--- config.mk ---
export PLATFORM = sky130hd
export DESIGN_NAME = multicycle_ctrl
export DESIGN_NICKNAME = d
export VERILOG_FILES = /design/src/rtl/multicycle_ctrl_pkg.sv /design/src/rtl/multicycle_ctrl_decode.sv /design/src/rtl/multicycle_ctrl.sv
export SDC_FILE = /design/constraint.sdc
export NUM_CORES = 1
export LEC_CHECK = 0
export CORE_UTILIZATION = 38
export DETAILED_ROUTE_END_ITERATION = 12
export PLACE_DENSITY = 0.86
export SYNTH_ARGS = -nofsm -noshare
export SYNTH_HDL_FRONTEND = slang
export SYNTH_HIERARCHICAL = 1
export SYNTH_SLANG_ARGS = --single-unit
--- constraint.sdc ---
create_clock -name clk -period 5.4 [get_ports clk]
set_clock_uncertainty 0.05 [all_clocks]
set_input_delay 1.08 -clock clk [delete_from_list [all_inputs] [get_ports clk]]
set_output_delay 1.08 -clock clk [all_outputs]
set_load 0.02 [all_outputs]
--- src/rtl/multicycle_ctrl_pkg.sv ---
// Shared encodings for the multicycle controller: states, opcode
// classes, function codes and the fixed ALU operations.
package multicycle_ctrl_pkg;

    typedef enum logic [3:0] {
        S_FETCH  = 4'd0,
        S_DECODE = 4'd1,
        S_MEMADR = 4'd2,
        S_IEXEC  = 4'd3,
        S_REXEC  = 4'd4,
        S_BRANCH = 4'd5,
        S_JUMP   = 4'd6,
        S_MEMRD  = 4'd7,
        S_MEMWR  = 4'd8,
        S_ALUWB  = 4'd9,
        S_MEMWB  = 4'd10,
        S_LI     = 4'd11,
        S_LUI    = 4'd12,
        S_IMMWB  = 4'd13,
        S_HALT   = 4'd14,
        S_TRAP   = 4'd15
    } state_t;

    localparam logic [1:0] CLS_J = 2'b00;
    localparam logic [1:0] CLS_R = 2'b01;
    localparam logic [1:0] CLS_B = 2'b10;
    localparam logic [1:0] CLS_I = 2'b11;

    localparam logic [3:0] FN_LI   = 4'b1001;
    localparam logic [3:0] FN_LUI  = 4'b1010;
    localparam logic [3:0] FN_LWI  = 4'b1011;
    localparam logic [3:0] FN_SWI  = 4'b1100;
    localparam logic [3:0] FN_LW   = 4'b1101;
    localparam logic [3:0] FN_SW   = 4'b1110;
    localparam logic [3:0] FN_BAD  = 4'b1111;
    localparam logic [3:0] FN_BMAX = 4'b0011;

    localparam logic [5:0] OP_NOP  = 6'b000000;
    localparam logic [5:0] OP_HALT = 6'b001111;

    localparam logic [3:0] ALU_ADD  = 4'b0010;
    localparam logic [3:0] ALU_PASS = 4'b0000;

    function automatic logic is_store(input logic [3:0] fn);
        return (fn == FN_SWI) || (fn == FN_SW);
    endfunction

endpackage

--- src/rtl/multicycle_ctrl_decode.sv ---
// Opcode to next-state map for the DECODE and MEMADR states.
// Purely combinational; the FSM register lives in the top.
module multicycle_ctrl_decode
    import multicycle_ctrl_pkg::*;
(
    input  logic [5:0] opcode,
    output state_t     decode_next,
    output state_t     memadr_next
);

    logic [1:0] cls;
    logic [3:0] fn;

    assign cls = opcode[5:4];
    assign fn  = opcode[3:0];

    always_comb begin
        decode_next = S_IEXEC;
        unique case (cls)
            CLS_J: begin
                if (opcode == OP_NOP)
                    decode_next = S_FETCH;
                else if (opcode == OP_HALT)
                    decode_next = S_HALT;
                else
                    decode_next = S_JUMP;
            end
            CLS_R: decode_next = S_REXEC;
            CLS_B: begin
                if (fn <= FN_BMAX)
                    decode_next = S_BRANCH;
                else
                    decode_next = S_TRAP;
            end
            CLS_I: begin
                unique case (fn)
                    FN_LI:  decode_next = S_LI;
                    FN_LUI: decode_next = S_LUI;
                    FN_LWI, FN_SWI,
                    FN_LW, FN_SW:
                            decode_next = S_MEMADR;
                    FN_BAD: decode_next = S_TRAP;
                    default: decode_next = S_IEXEC;
                endcase
            end
        endcase
    end

    assign memadr_next = is_store(fn) ? S_MEMWR : S_MEMRD;

endmodule

--- src/rtl/multicycle_ctrl.sv ---
// Multicycle Moore controller: state register plus per-state
// datapath strobes derived from the state and the IR opcode.
module multicycle_ctrl
    import multicycle_ctrl_pkg::*;
#(
    parameter int INSTR_W = 32,
    parameter int WAIT_EN = 1,
    parameter int ALUOP_W = 4
) (
    input  logic               clk,
    input  logic               reset,
    input  logic [INSTR_W-1:0] instr,
    input  logic               mem_ready,
    output logic [3:0]         state,
    output logic               pc_write,
    output logic               ir_write,
    output logic               mem_read,
    output logic               mem_write,
    output logic               mem_to_reg,
    output logic               reg_write,
    output logic               alu_src_a,
    output logic               lui,
    output logic               swb,
    output logic [1:0]         alu_src_b,
    output logic [1:0]         pc_source,
    output logic [ALUOP_W-1:0] alu_op,
    output logic [2:0]         branch_type,
    output logic               halted,
    output logic               illegal
);

    state_t     st;
    state_t     dec_next;
    state_t     mem_next;
    logic [5:0] opcode;
    logic [3:0] fn;
    logic       ready;
    logic       unused_bits;

    assign opcode = instr[INSTR_W-1 -: 6];
    assign fn     = opcode[3:0];
    assign ready  = (WAIT_EN == 0) ? 1'b1 : mem_ready;
    assign state  = st;

    assign unused_bits = ^{instr[INSTR_W-7:0], mem_ready};

    multicycle_ctrl_decode u_decode (
        .opcode      (opcode),
        .decode_next (dec_next),
        .memadr_next (mem_next)
    );

    always_ff @(posedge clk) begin
        if (reset) begin
            st <= S_FETCH;
        end else begin
            unique case (st)
                S_FETCH:  if (ready) st <= S_DECODE;
                S_DECODE: st <= dec_next;
                S_MEMADR: st <= mem_next;
                S_IEXEC,
                S_REXEC:  st <= S_ALUWB;
                S_MEMRD:  if (ready) st <= S_MEMWB;
                S_MEMWR:  if (ready) st <= S_FETCH;
                S_LI,
                S_LUI:    st <= S_IMMWB;
                S_BRANCH, S_JUMP, S_ALUWB,
                S_MEMWB, S_IMMWB:
                          st <= S_FETCH;
                S_HALT,
                S_TRAP:   st <= st;
            endcase
        end
    end

    always_comb begin
        pc_write    = 1'b0;
        ir_write    = 1'b0;
        mem_read    = 1'b0;
        mem_write   = 1'b0;
        mem_to_reg  = 1'b0;
        reg_write   = 1'b0;
        alu_src_a   = 1'b0;
        lui         = 1'b0;
        swb         = 1'b0;
        alu_src_b   = 2'b00;
        pc_source   = 2'b00;
        alu_op      = '0;
        branch_type = 3'd0;
        halted      = 1'b0;
        illegal     = 1'b0;
        unique case (st)
            S_FETCH: begin
                mem_read  = 1'b1;
                alu_src_b = 2'b01;
                alu_op    = ALUOP_W'(ALU_ADD);
                ir_write  = ready;
                pc_write  = ready;
            end
            S_DECODE: begin
                alu_src_b = 2'b11;
                alu_op    = ALUOP_W'(ALU_PASS);
                swb       = (dec_next == S_BRANCH);
            end
            S_MEMADR: begin
                alu_src_a = 1'b1;
                alu_src_b = 2'b10;
                alu_op    = ALUOP_W'(ALU_ADD);
                swb       = (mem_next == S_MEMWR);
            end
            S_IEXEC: begin
                alu_src_a = 1'b1;
                alu_src_b = 2'b10;
                alu_op    = ALUOP_W'(fn);
            end
            S_REXEC: begin
                alu_src_a = 1'b1;
                alu_op    = ALUOP_W'(fn);
            end
            S_BRANCH: begin
                pc_write    = 1'b1;
                swb         = 1'b1;
                branch_type = {1'b0, fn[1:0]} + 3'd1;
            end
            S_JUMP: begin
                pc_write  = 1'b1;
                pc_source = 2'b10;
            end
            S_MEMRD: mem_read = 1'b1;
            S_MEMWR: begin
                mem_write = 1'b1;
                swb       = 1'b1;
            end
            S_ALUWB: reg_write = 1'b1;
            S_MEMWB: begin
                reg_write  = 1'b1;
                mem_to_reg = 1'b1;
            end
            S_IMMWB: reg_write = 1'b1;
            S_LI: begin
                alu_src_b = 2'b11;
                alu_op    = ALUOP_W'(fn);
            end
            S_LUI: begin
                alu_src_b = 2'b11;
                alu_op    = ALUOP_W'(fn);
                lui       = 1'b1;
            end
            S_HALT: halted = 1'b1;
            S_TRAP: illegal = 1'b1;
        endcase
    end

endmodule

==> results.toml <==
[clock_network]
hold_buffers = 0
tritoncts = "done"
cts_resized = 0
numClockSinks = 4
postCtsSetupRepairBufs = 0
clock_path_buffers = 2
ctsHtreeMaxLevel = 1
buffer_cell_driving_the_clock_tree_root = "clkbuf_4"
insertion_delay_ns = 0.24
cts.reportedPaths.clkPinSlew_ns = 0.04
cts-buffers-inserted = 3

[place]
io_buffer_count = 33
placedInstanceArea_um2 = 1130
pre_cts_slack_ns = 0.792
place_hpwl_um = 1650
globalplace.congestion = 0.828

[sta]
layout_min_cycle_time_ns = 4.63
fin_ws_ns = 0.771
slew_violations = 0
fin_setup_tns_ns = 0
post-route-period-util_pct = 85.7
rsz0062_at_grt = "false"
final-setup-viol-count = 0
fmax_ghz = 0.216
hold_slack_ns = 0.781
max_slew.worst_pin.slew_ns = 0.764
hold_viol_final = 0
max-slew-margin-rel_pct = 49.0

[critical_path]
crit_path_max_fo = 12
arrival_ns = 3.50
critical_path.endpoint = "swb"
worst_path_largest_cell_delay_ns = 0.62
setup.worst_path.class = "in2out"
critical_path.cell_chain = "clkdlybuf4s50_1 -> or3_1 -> a211oi_1 -> nor3_1 -> nor2_1 -> a31oi_1 -> o2bb2ai_1 -> clkdlybuf4s50_1"
worstSetupStartpoint = "instr[27]"
cpMaxStageDelayCell = "clkdlybuf4s50_1"
reg2reg_to = "state[0]"
r2r_cells = 4
worst-endpoint-required_ns = 4.27
crit_path_frequent_cell = "clkdlybuf4s50_1"
worst_r2r_startpoint = "state[1]"
reg2reg_slack_ns = 3.58
critical_path.endpoint_type = "primary output"
startpoint_type = "input pin"

[synthesis]
synth_cell_types = 45
postSynthNetCount = 170
number_of_synthesized_register_bits = 4
most_used_flip_flop_cell_after_synthesis = "dfxtp_1"
synth_seq_area_share_pct = 9.24
mapped_area_um2 = 867
synth-warning-count = 6
synth_top_cell_by_area = "dfxtp_1"
synth_enable_flop_cells = 0
syn-mean-instance-area_um2 = 6.47
cell_types_with_the_highest_counts_after_synthesis = "16 x nor2_1, 11 x a21oi_1, 9 x inv_1, 7 x buf_4"
post-synth-top-area-fraction_pct = 9.24
synthTopCellsByArea = "dfxtp_1 9.2%, nor2_1 6.9%, a21oi_1 6.3%"
share_of_flip_flops_with_an_asynchronous_set_or_reset_after_synthesis_pct = 0
post_synth_inst_count = 134
yosysMostFrequentCell = "nor2_1"

[power_and_ir_drop]
power_switching_share_pct = 52.8
power-per-cell-area_nw_per_um2 = 527
power.static_leakage_nw = 0.404
share_of_total_power_in_combinational_logic_pct = 76.0
seq_power_share_pct = 17.6
intPower_w = 0.000287
vdd.ir_drop.worst_v = 0.000321
power.clock.fraction_pct = 6.3
netSwitchingPower_w = 0.000321

[detailed_routing]
vias_per_cell = 5.60
detail_route.wirelength_um = 2300
routed-via-count = 1025
drc = 0
first_pass_iters = 4
met3RoutedLength_um = 121
routedLengthMet1_um = 1080
wire_per_inst_um = 12.6
dr_wl_met2_um = 1100
maxUsedRoutingLayer = "met3"
dr.first_iter.drc_count = 35
route.antenna.remaining_nets = 0

[global_route]
grt_max_degree = 26
first_global_vias = 961
global_route.overflow_total = 0
grt_first_pass_wirelength_um = 4020
grt_use_total_pct = 20.1
antenna_found_initial = 0

[floorplan]
starting_density_of_the_core_pct = 42.1
io-pin-count = 61
core_um2 = 2060
die_width_um = 49.8
fp.dieH_um = 49.8
rows = 16
dieArea_um2 = 2480

[finish]
post_route_cells_drive_above_1_share_pct = 5.77
finish.instance_area_um2 = 1150
area.growth.synth_to_final_pct = 33.0
num-nets-final = 194
largest_register_ffs = 4
antennaDiodeCount = 0

[min_path]
hp-class = "reg2reg"
cell_depth_of_the_worst_min_delay_path = 1

[run_status]
status = "finished clean"

[job]
maxCapViolations = 0
==> worst min path at each step <==
stage | start | to
after floorplan | state[0] | state[2]
after global placement | state[3] | state[3]
after detailed placement | state[2] | state[2]
after CTS | state[2] | state[2]
after global routing | state[0] | state[0]
final | state[0] | state[0]
==> routing by layer <==
layer | vias up | global-route usage, %
li1 | 524 | -
met1 | 466 | 25.6
met2 | 35 | 33.8
met3 | 0 | 5.56
met4 | 0 | 3.33
met5 | - | 0
==> cell families (layout without fill, tap and decap cells) <==
logic type      count (synthesis)  count (layout)  share of synthesized area [%]
other cells                     1               1                          0.432
flops                           4               4                           9.24
compound gates                 43              43                           33.9
simple gates                   59              59                           37.1
fa+ha+maj                       1               1                           1.44
xor+xnor                        2               2                           2.02
buf+inv                        24              46                           15.9
==> layout by cell type, fill, tap and decap left out, drive strengths merged, types with 2 or more instances in the layout <==
cell and instances:
a211oi 2, a21oi 12, a31o 2, a31oi 3, a32oi 2, and2 5, and3 3, clkbuf 3
clkdlybuf4s50 33, dfxtp 4, inv 10, nand2 6, nand2b 5, nand3 5, nand4 3, nor2 16
nor2b 3, nor3 4, o211ai 2, o21a 3, o21ai 8, o22ai 3, or3 2, xor2 2
==> layout make-up <==
class                      count  area [um^2]
sequential                     4         80.1
inverter                      10         37.5
clock buffer                   3         22.5
tap                           27         33.8
timing repair buffer          33          330
multi-input combinational    106          649
fill                         199          908
==> per-stage QoR <==
step	utilization [%]	instances	total power, W
6_report	55.9	183	0.000608
3_3_place_gp	54.9	180	0.000558
2_1_floorplan	-	134	0.000404
4_1_cts	55.9	183	0.000610
5_1_grt	55.9	183	0.000663
3_5_place_dp	54.9	180	0.000566
==> critical path: cells and delay by family <==
kind                   cells  cell delay [ns]
buffers and inverters      2             1.23
AND/OR/NAND/NOR            3             0.66
AO/OA/AOI/OAI              3             0.53
==> power groups by stage <==
stage	clock network [W]	registers (W)	logic [W]
after global routing	0.0000436	0.000117	0.000502
final	0.0000384	0.000107	0.000463
after floorplan	0	0.0000702	0.000334
after CTS	0.0000397	0.000107	0.000463
after detailed placement	0	0.000107	0.000459
after global placement	0	0.000106	0.000452
No activity file was read; power rests on OpenSTA's default activity.
